**src/rtl/uart_tx_buffer.sv**
```systemverilog
// uart_tx_buffer: byte FIFO between CPU UART stores and the async transmitter.
// Define UART_TX_DROP_CNT_EN to add o_drop_cnt, a saturating rejected-store count.
module uart_tx_buffer #(
  parameter  int DEPTH       = 16,
  parameter  int ACK_TIMEOUT = 4,
  parameter  int WORD_W      = 32,
  localparam int AW          = $clog2(DEPTH),
  localparam int CW          = AW + 1
) (
  input  logic              i_clk,
  input  logic              i_rst_n,
  input  logic              i_cpu_start,
  input  logic [WORD_W-1:0] i_cpu_t_data,
  output logic              o_cpu_busy,
  output logic              o_tx_start,
  output logic [7:0]        o_tx_data,
  input  logic              i_tx_busy,
`ifdef UART_TX_DROP_CNT_EN
  output logic [15:0]       o_drop_cnt,
`endif
  output logic [CW-1:0]     o_fifo_count
);

  localparam int TW = $clog2(ACK_TIMEOUT + 1);

  typedef enum logic [1:0] {
    S_IDLE,
    S_LAUNCH,
    S_WAIT_BUSY,
    S_WAIT_DONE
  } state_t;

  state_t          r_state;
  state_t          w_nxt;
  logic [7:0]      r_mem [DEPTH];
  logic [AW-1:0]   r_wr_ptr;
  logic [AW-1:0]   r_rd_ptr;
  logic [CW-1:0]   r_count;
  logic [7:0]      r_tx_data;
  logic [TW-1:0]   r_tmo;
  logic            w_pop;
  logic            w_push;
  logic            w_full;
  logic            w_tmo_clr;
  logic            w_tmo_inc;
  logic            w_unused;

  assign w_unused = ^i_cpu_t_data[WORD_W-1:8];

  assign w_full = (r_count == CW'(DEPTH));
  // a full FIFO still accepts a store on the cycle it pops
  assign w_push = i_cpu_start && (!w_full || w_pop);

  assign o_cpu_busy   = w_full;
  assign o_tx_start   = (r_state == S_LAUNCH);
  assign o_tx_data    = r_tx_data;
  assign o_fifo_count = r_count;

  always_ff @(posedge i_clk) begin
    if (!i_rst_n) begin
      r_state <= S_IDLE;
    end else begin
      r_state <= w_nxt;
    end
  end

  always_comb begin
    w_nxt     = r_state;
    w_pop     = 1'b0;
    w_tmo_clr = 1'b0;
    w_tmo_inc = 1'b0;
    unique case (r_state)
      S_IDLE: begin
        if (r_count != '0 && !i_tx_busy) begin
          w_nxt = S_LAUNCH;
        end
      end
      S_LAUNCH: begin
        w_pop     = 1'b1;
        w_tmo_clr = 1'b1;
        w_nxt     = S_WAIT_BUSY;
      end
      S_WAIT_BUSY: begin
        if (i_tx_busy) begin
          w_nxt = S_WAIT_DONE;
        end else if (r_tmo == TW'(ACK_TIMEOUT - 1)) begin
          w_nxt = S_IDLE;
        end else begin
          w_tmo_inc = 1'b1;
        end
      end
      S_WAIT_DONE: begin
        if (!i_tx_busy) begin
          w_nxt = S_IDLE;
        end
      end
      default: begin
        w_nxt = S_IDLE;
      end
    endcase
  end

  always_ff @(posedge i_clk) begin
    if (!i_rst_n) begin
      r_wr_ptr  <= '0;
      r_rd_ptr  <= '0;
      r_count   <= '0;
      r_tx_data <= 8'h00;
      r_tmo     <= '0;
    end else begin
      if (w_push) begin
        r_wr_ptr <= r_wr_ptr + AW'(1);
      end
      if (w_pop) begin
        r_rd_ptr  <= r_rd_ptr + AW'(1);
        r_tx_data <= r_mem[r_rd_ptr];
      end
      if (w_push && !w_pop) begin
        r_count <= r_count + CW'(1);
      end else if (w_pop && !w_push) begin
        r_count <= r_count - CW'(1);
      end
      if (w_tmo_clr) begin
        r_tmo <= '0;
      end else if (w_tmo_inc) begin
        r_tmo <= r_tmo + TW'(1);
      end
    end
  end

  always_ff @(posedge i_clk) begin
    if (i_rst_n && w_push) begin
      r_mem[r_wr_ptr] <= i_cpu_t_data[7:0];
    end
  end

`ifdef UART_TX_DROP_CNT_EN
  logic [15:0] r_drop;

  always_ff @(posedge i_clk) begin
    if (!i_rst_n) begin
      r_drop <= 16'h0000;
    end else if (i_cpu_start && !w_push && r_drop != 16'hFFFF) begin
      r_drop <= r_drop + 16'd1;
    end
  end

  assign o_drop_cnt = r_drop;
`else
  // rejected stores simply vanish
`endif

endmodule

```
**config.mk**
```make
export PLATFORM = sky130hd
export DESIGN_NAME = uart_tx_buffer
export DESIGN_NICKNAME = d
export VERILOG_FILES = /design/src/rtl/uart_tx_buffer.sv
export SDC_FILE = /design/constraint.sdc
export NUM_CORES = 1
export LEC_CHECK = 0
export ABC_AREA = 0
export BUFFER_PORTS_ARGS = -buffer_cell sky130_fd_sc_hd__buf_2
export CAP_MARGIN = 5
export CORE_ASPECT_RATIO = 1.4
export CORE_MARGIN = 1
export CORE_UTILIZATION = 55
export DETAILED_ROUTE_END_ITERATION = 6
export MAX_ROUTING_LAYER = met4
export PLACE_DENSITY_LB_ADDON = 0.12
export SYNTH_ARGS = -nofsm -noshare
export SYNTH_HDL_FRONTEND = slang
export SYNTH_SLANG_ARGS = --single-unit
```
**constraint.sdc**
```tcl
create_clock -name i_clk -period 6.7 [get_ports i_clk]
set_clock_uncertainty 0.1 [all_clocks]
set_input_delay 0.67 -clock i_clk [delete_from_list [all_inputs] [get_ports i_clk]]
set_output_delay 0.67 -clock i_clk [all_outputs]
set_load 0.01 [all_outputs]
```
==> impl_metrics.env, run 1 <==
export IMPL_ys_types=45
export IMPL_switching_share=0.2322
export IMPL_avgSynthCellArea_um2=17.38
export IMPL_htreeDepth=4
export IMPL_maxCapViolCount=0
export IMPL_die_area_um2=11750
export IMPL_drive_above_1_share=0.2344
export IMPL_yosysSeqAreaShare=0.7012
export IMPL_seq_power_share=0.444
export IMPL_path_max_fanout=7
export IMPL_preCtsSetupSlack_ns=3.592
export IMPL_setup_tns_ns=0
export IMPL_hpwl_mm=7.236
export IMPL_hold_path_class="flop to flop"
export IMPL_fin_ws_ns=3.604
export IMPL_clock_fmax_mhz=323.0
export IMPL_dr_pass1_iters=4
export IMPL_clk_path_buf_depth=2
export IMPL_antenna_found_initial=0
export IMPL_ys_warn_count=0
export IMPL_die_x_um=91.90
export IMPL_min_period_over_period=0.4620
export IMPL_cellPowerDensity_nw_per_um2=358.0
export IMPL_p_int_mw=1.949
export IMPL_r2r_setup_slack_ns=3.60
export IMPL_io_pins=51
export IMPL_initial_utilization=0.5698
export IMPL_port_buffers=26
export IMPL_grt_overflow=0
export IMPL_finalSetupViolCount=0
export IMPL_routedWlPerCell_um=21.40
export IMPL_drv_slew=0
export IMPL_postPlaceCellArea_um2=6445
export IMPL_worst_ep_arrival_time_ns=3.34
export IMPL_rsz0062_at_grt="no"
export IMPL_finalNetCount=436
export IMPL_clkPwrFrac=0.405
export IMPL_power_frac_comb=0.151
export IMPL_cts_buffers=17
export IMPL_cts_sinks=154
export IMPL_via_per_inst=5.786
export IMPL_cts_setup_buffers=0
export IMPL_cts_resized_gates=0
export IMPL_drtIter0Drc=171
export IMPL_power_switching_uw=589.4
export IMPL_cts_root_buf="clkbuf_16"
export IMPL_final_area_um2=7091
export IMPL_first_global_vias=3247
export IMPL_clk_pin_slew_worst_paths_ns=0.06
export IMPL_p_leak_nw=2.368
export IMPL_status="completed"
export IMPL_fill_cells=780
export IMPL_tightestPinTransition_ns=1.054
export IMPL_required_ns=6.94
export IMPL_peakVddDrop_mv=0.2244
export IMPL_syn_num_nets=406
export IMPL_r2r_end="o_fifo_count[4]$_SDFFE_PN0P_"
export IMPL_cts_tree="built"
export IMPL_startpoint_type="flop"
export IMPL_insertion_delay_ns=0.42
export IMPL_ant_nets=0
export IMPL_gp_congestion=0.7594
export IMPL_die_h_um=127.9
export IMPL_grtUsageTotal=0.2292
export IMPL_multiInputGateArea_um2=1732
export IMPL_wl_mm=11.60
export IMPL_vias=3136
export IMPL_syn_inst=358
export IMPL_worstSetupPathType="flop to flop"
export IMPL_core_area_um2=10920
export IMPL_area_growth_pct=13.93
export IMPL_r2r_worst_path_cells=9
export IMPL_grt_max_degree=38
export IMPL_relSlewSlack=0.2976
export IMPL_hold_violations=0
export IMPL_drcViolationCount=0
export IMPL_row_count=45
export IMPL_synth_seq_cells=154
export IMPL_ctsHoldBuffers=0
export IMPL_critPathCaptureType="flop"
export IMPL_cp_endpoint="o_fifo_count[4]$_SDFFE_PN0P_"
export IMPL_grt_pass1_wl_mm=18.07
export IMPL_seqCellArea_um2=4365
export IMPL_finalCriticalPeriod_ns=3.096
export IMPL_syn_area_um2=6223
export IMPL_diodes=0
export IMPL_crit_start="r_state[0]$_SDFFE_PN0P_"
export IMPL_r2r_start="r_state[0]$_SDFFE_PN0P_"
export IMPL_finalPower_mw=2.538
-- per-stage QoR --
stage            util  std cells  hold WS (ns)
6_report       0.6491        542        0.3957
5_1_grt        0.6491        542        0.4179
4_1_cts        0.6491        542        0.4014
3_5_place_dp   0.5900        510        0.3921
3_3_place_gp   0.5900        510        0.3740
2_1_floorplan       -        358        0.3646
-- flip-flops by register name, summed over array words and instances, names as in the netlist --
name and cells:
r_rd_ptr 4, o_fifo_count 5, r_tmo 3, r_wr_ptr 4, r_state 2, r_mem 128
o_tx_data 8
-- how the worst min path moves through the flow --
stage / endpoint / slack [ns] / depth (start not counted) / startpoint
2_1_floorplan: r_tmo[1]$_SDFFE_PP0P_ / 0.36 / 2 / r_tmo[1]$_SDFFE_PP0P_
3_3_place_gp: o_fifo_count[4]$_SDFFE_PN0P_ / 0.37 / 2 / o_fifo_count[4]$_SDFFE_PN0P_
3_5_place_dp: o_fifo_count[4]$_SDFFE_PN0P_ / 0.39 / 2 / o_fifo_count[4]$_SDFFE_PN0P_
4_1_cts: o_fifo_count[4]$_SDFFE_PN0P_ / 0.40 / 2 / o_fifo_count[4]$_SDFFE_PN0P_
5_1_grt: o_fifo_count[4]$_SDFFE_PN0P_ / 0.42 / 2 / o_fifo_count[4]$_SDFFE_PN0P_
6_report: o_fifo_count[4]$_SDFFE_PN0P_ / 0.40 / 2 / o_fifo_count[4]$_SDFFE_PN0P_
-- power by group through the flow --
stage	Combinational [mW]	Sequential, mW	Clock, mW
3_5_place_dp	0.389	1.15	0
5_1_grt	0.425	1.13	1.08
3_3_place_gp	0.378	1.15	0
2_1_floorplan	0.284	1.14	0
6_report	0.384	1.13	1.03
4_1_cts	0.392	1.13	1.04
-- critical path, stage by stage, from the launching register on --
cell and delay, ns:
dfxtp_1 0.37, nor2b_1 0.56, o31a_1 0.41, ha_1 0.23
inv_1 0.11, fa_1 0.42, a21o_1 0.20, a21oi_1 0.18
mux2i_1 0.25, mux2i_1 0.20
-- cell type report --
class | instances | share of cell area
Clock buffer | 22 | 0.06688
Clock inverter | 10 | 0.02417
Inverter | 7 | 0.003706
Multi-Input combinational cell | 180 | 0.2442
Sequential cell | 154 | 0.6157
Tap cell | 141 | 0.02488
Timing Repair Buffer | 28 | 0.02047
-- cells in the final DEF, fill, tap and decap left out, types with 2 or more instances in the layout --
cell type,netlist,layout
nand2_1,12,12
mux2_2,7,7
nand2b_1,2,2
xnor2_1,8,8
bufinv_16,0,5
a21boi_0,3,3
mux4_1,4,4
nor2b_1,5,5
clkinv_2,0,2
clkbuf_16,0,17
a21oi_1,2,2
clkinv_1,0,3
nor2_1,31,31
buf_2,6,26
inv_1,6,6
edfxtp_1,128,128
dfxtp_1,26,25
nand3b_1,2,2
buf_4,1,2
o21ai_1,3,3
mux4_2,25,25
nand3_1,3,3
clkbuf_8,0,3
o21ai_0,16,16
and2_1,9,9
a22oi_1,8,8
mux2i_1,12,12
ha_1,11,11
clkbuf_1,5,2
-- routing by layer --
layer | up-vias | track usage | part of all wire
met2 | 66 | 0.3863 | 0.55
met1 | 1608 | 0.2543 | 0.39
li1 | 1452 | - | -
met5 | - | - | 0
met3 | 10 | 0.05991 | 0.038
met4 | 0 | 0.1075 | 0.020
-- Yosys cell counts --
library cell	n	area, um2
a21oi_1	2	10.01
o21ai_0	16	80.08
nor4b_1	1	8.760
inv_2	1	3.750
nand2_1	12	45.04
nor2_1	31	116.4
buf_6	2	22.52
nand3b_1	2	15.01
edfxtp_1	128	3844
fa_1	1	20.02
a21o_1	1	7.510
inv_1	6	22.52
clkbuf_1	5	18.77
nor3_1	1	5.000
a32oi_1	1	8.760
a22oi_1	8	60.06
and2_1	9	56.30
a21boi_0	3	22.52
xor2_1	1	8.760
buf_1	2	7.510
mux4_2	25	563.0
a21o_2	1	8.760
and4b_1	1	10.01
or3b_2	1	8.760
mux2i_1	12	120.1
a211oi_1	1	7.510
dfxtp_1	26	520.5
nor2b_1	5	31.28
buf_4	1	7.510
buf_8	1	15.01
o311ai_4	1	26.28
nand2b_1	2	12.51
xnor2_1	8	70.07
nand3_1	3	15.01
o31a_1	1	8.760
mux2_2	7	78.83
a221oi_1	1	8.760
ha_1	11	137.6
or4_4	1	11.26
mux4_1	4	105.1
nor3b_2	1	12.51
o21ai_1	3	15.01
a221o_1	1	10.01
buf_2	6	30.03
nand4_1	1	6.260
-- kinds of logic (layout without fill, tap and decap cells) --
group / Yosys count / in the layout / synth area share
AOI/OAI and AO/OA: 40 / 40 / 0.04403
and+or+nand+nor: 71 / 71 / 0.05689
buffers and inverters: 24 / 67 / 0.02051
adders and majority gates: 12 / 12 / 0.02533
muxes: 48 / 48 / 0.1393
DFF: 154 / 154 / 0.7012
xor gates and xnor gates: 9 / 9 / 0.01267
Power figures use the tool's default switching activity.
==> inputs of run 2 (changes only) <==
--- a/config.mk
+++ b/config.mk
@@ -10,7 +10,7 @@
 export CAP_MARGIN = 5
 export CORE_ASPECT_RATIO = 1.4
 export CORE_MARGIN = 1
-export CORE_UTILIZATION = 55
+export CORE_UTILIZATION = 53
 export DETAILED_ROUTE_END_ITERATION = 6
 export MAX_ROUTING_LAYER = met4
 export PLACE_DENSITY_LB_ADDON = 0.12
==> constraint.sdc (replaced) <==
create_clock -name i_clk -period 2.5 [get_ports i_clk]
set_clock_uncertainty 0.1 [all_clocks]
set_input_delay 0.25 -clock i_clk [delete_from_list [all_inputs] [get_ports i_clk]]
set_output_delay 0.25 -clock i_clk [all_outputs]
set_load 0.01 [all_outputs]
==> run 2 against run 1 <==
Combinational power rose to 3.4 times the previous value. Fmax rose by 24%. Flip-flop and latch count unchanged. Worst hold slack got worse by 0.37 ns. Die area is 3.7% higher. Cell count up 4.4%. Critical path depth stayed put. Core utilization down 1.9 points. Critical path type unchanged. Critical endpoint unchanged. Largest power group unchanged.
==> impl_metrics.env, run 2 (synthesized netlist as in run 1, its figures left out) <==
export IMPL_relSlewSlack=0.3247
export IMPL_path_max_fanout=5
export IMPL_hold_path_class="input pin to flop"
export IMPL_htreeDepth=4
export IMPL_critical_path_max_stage_delay_ns=0.53
export IMPL_area_growth_pct=15.34
export IMPL_io_pins=51
export IMPL_ctsHoldBuffers=0
export IMPL_postPlaceCellArea_um2=6630
export IMPL_via_per_inst=5.799
export IMPL_antenna_found_initial=0
export IMPL_wl_mm=12.23
export IMPL_crit_family="compound AO/OA/AOI/OAI gates"
export IMPL_drive_above_1_share=0.2796
export IMPL_worstSetupPathType="flop to flop"
export IMPL_ant_nets=0
export IMPL_peakVddDrop_mv=0.6614
export IMPL_finalPower_mw=6.560
export IMPL_final_cell_mix="edfxtp_1, nor2_1, buf_2"
export IMPL_p_leak_nw=2.406
export IMPL_port_buffers=26
export IMPL_hpwl_mm=7.589
export IMPL_clk_path_buf_depth=2
export IMPL_largest_register_ffs=128
export IMPL_status="completed"
export IMPL_slowest_stage="or4_4"
export IMPL_initial_utilization=0.5461
export IMPL_grt_max_degree=27
export IMPL_grt_pass1_wl_mm=18.78
export IMPL_drtIter0Drc=176
export IMPL_power_switching_mw=1.658
export IMPL_drcViolationCount=0
export IMPL_hold_violations=0
export IMPL_mostFrequentLayoutCell="edfxtp_1"
export IMPL_power_frac_comb=0.196
export IMPL_cts_tree="built"
export IMPL_grtUsageTotal=0.2299
export IMPL_insertion_delay_ns=0.42
export IMPL_cts_buffers=17
export IMPL_seq_power_share=0.455
export IMPL_rsz0062_at_grt="yes"
export IMPL_die_area_um2=12190
export IMPL_routedWlPerCell_um=21.60
export IMPL_dpl_cell_count=531
export IMPL_die_h_um=130.2
export IMPL_switching_share=0.2527
export IMPL_cp_num_buf_inv=1
export IMPL_top_register="r_mem"
export IMPL_row_count=46
export IMPL_dr_pass1_iters=4
export IMPL_final_area_um2=7178
export IMPL_p_int_mw=4.903
export IMPL_finalSetupViolCount=0
export IMPL_core_area_um2=11400
export IMPL_maxCapViolCount=0
export IMPL_cts_sinks=154
export IMPL_min_period_over_period=0.9976
export IMPL_worst_ep_arrival_time_ns=2.74
export IMPL_finalCriticalPeriod_ns=2.494
export IMPL_startpoint_type="flop"
export IMPL_drv_slew=0
export IMPL_tightestPinTransition_ns=1.009
export IMPL_clk_pin_slew_worst_paths_ns=0.06
export IMPL_first_global_vias=3408
export IMPL_finalNetCount=457
export IMPL_cts_root_buf="clkbuf_16"
export IMPL_preCtsSetupSlack_ns=-0.06569
export IMPL_clkPwrFrac=0.349
export IMPL_die_x_um=93.58
export IMPL_clock_fmax_mhz=401.0
export IMPL_diodes=0
export IMPL_crit_path_cell_trace="or4_4 -> o31a_1 -> ha_4 -> inv_4 -> ha_4 -> a21o_1 -> a21oi_2 -> mux2i_1 -> mux2i_1"
export IMPL_grt_overflow=0
export IMPL_gp_congestion=0.7641
export IMPL_critPathCaptureType="flop"
export IMPL_fin_cells=566
export IMPL_vias=3282
export IMPL_required_ns=2.75
export IMPL_fin_ws_ns=0.005929
export IMPL_cellPowerDensity_nw_per_um2=913.9
==> run 2: repair_timing <==
item	in CTS	in global routing
pin swaps	1	1
buffers inserted	2	1
endpoints found under the setup margin	2	2
resized for setup	0	2
==> run 2: metrics by stage <==
step,util,setup TNS (ns),hold slack [ns]
final,0.6299,0,0.02375
after global routing,0.6299,-0.1054,0.02705
after CTS,0.6289,-0.01369,0.01526
after detailed placement,0.5818,-0.1012,0.3897
after global placement,0.5818,-0.06596,0.3811
after floorplan,-,-0.1950,0.2489
==> run 2: power groups by stage <==
stage	combinational, mW	sequential, mW	clock (mW)
after floorplan	0.796	3.07	0
after global placement	1.25	3.03	0
after detailed placement	1.27	3.04	0
after CTS	1.29	2.99	2.31
after global routing	1.42	3.00	2.41
final	1.29	2.98	2.29
==> run 2: worst paths after layout <==
path	start	end	slack [ns]	cells past startpoint
setup / recovery	o_fifo_count[3]$_SDFFE_PN0P_	o_fifo_count[4]$_SDFFE_PN0P_	0.006	9
hold / removal	i_tx_busy	r_state[0]$_SDFFE_PN0P_	0.02	3
setup reg to reg	o_fifo_count[3]$_SDFFE_PN0P_	o_fifo_count[4]$_SDFFE_PN0P_	0.006	9
hold reg to reg	o_fifo_count[4]$_SDFFE_PN0P_	o_fifo_count[4]$_SDFFE_PN0P_	0.40	2
==> run 2: metal layers <==
metal  part of all wire  GRT usage  up-vias
met3              0.043    0.05828       14
met5                  0          -        -
met4              0.014    0.08235        0
met2               0.54     0.3858       89
met1               0.40     0.2692     1679
li1                   -          -     1500
==> run 2: worst register-to-register path, cell delays in order, from the launching register on <==
cell     delay (ns)
dfxtp_2        0.31
or4_4          0.53
o31a_1         0.30
ha_4           0.18
inv_4          0.08
ha_4           0.20
a21o_1         0.16
a21oi_2        0.13
mux2i_1        0.25
mux2i_1        0.20
==> run 2: layout make-up <==
cell class                      count  area [um2]
Clock buffer                       22       444.2
Clock inverter                     10       77.57
Fill cell                         860        4218
Inverter                            7       28.78
Multi-Input combinational cell    180        1764
Sequential cell                   154        4368
Tap cell                          144       180.2
Timing Repair Buffer               49       315.3
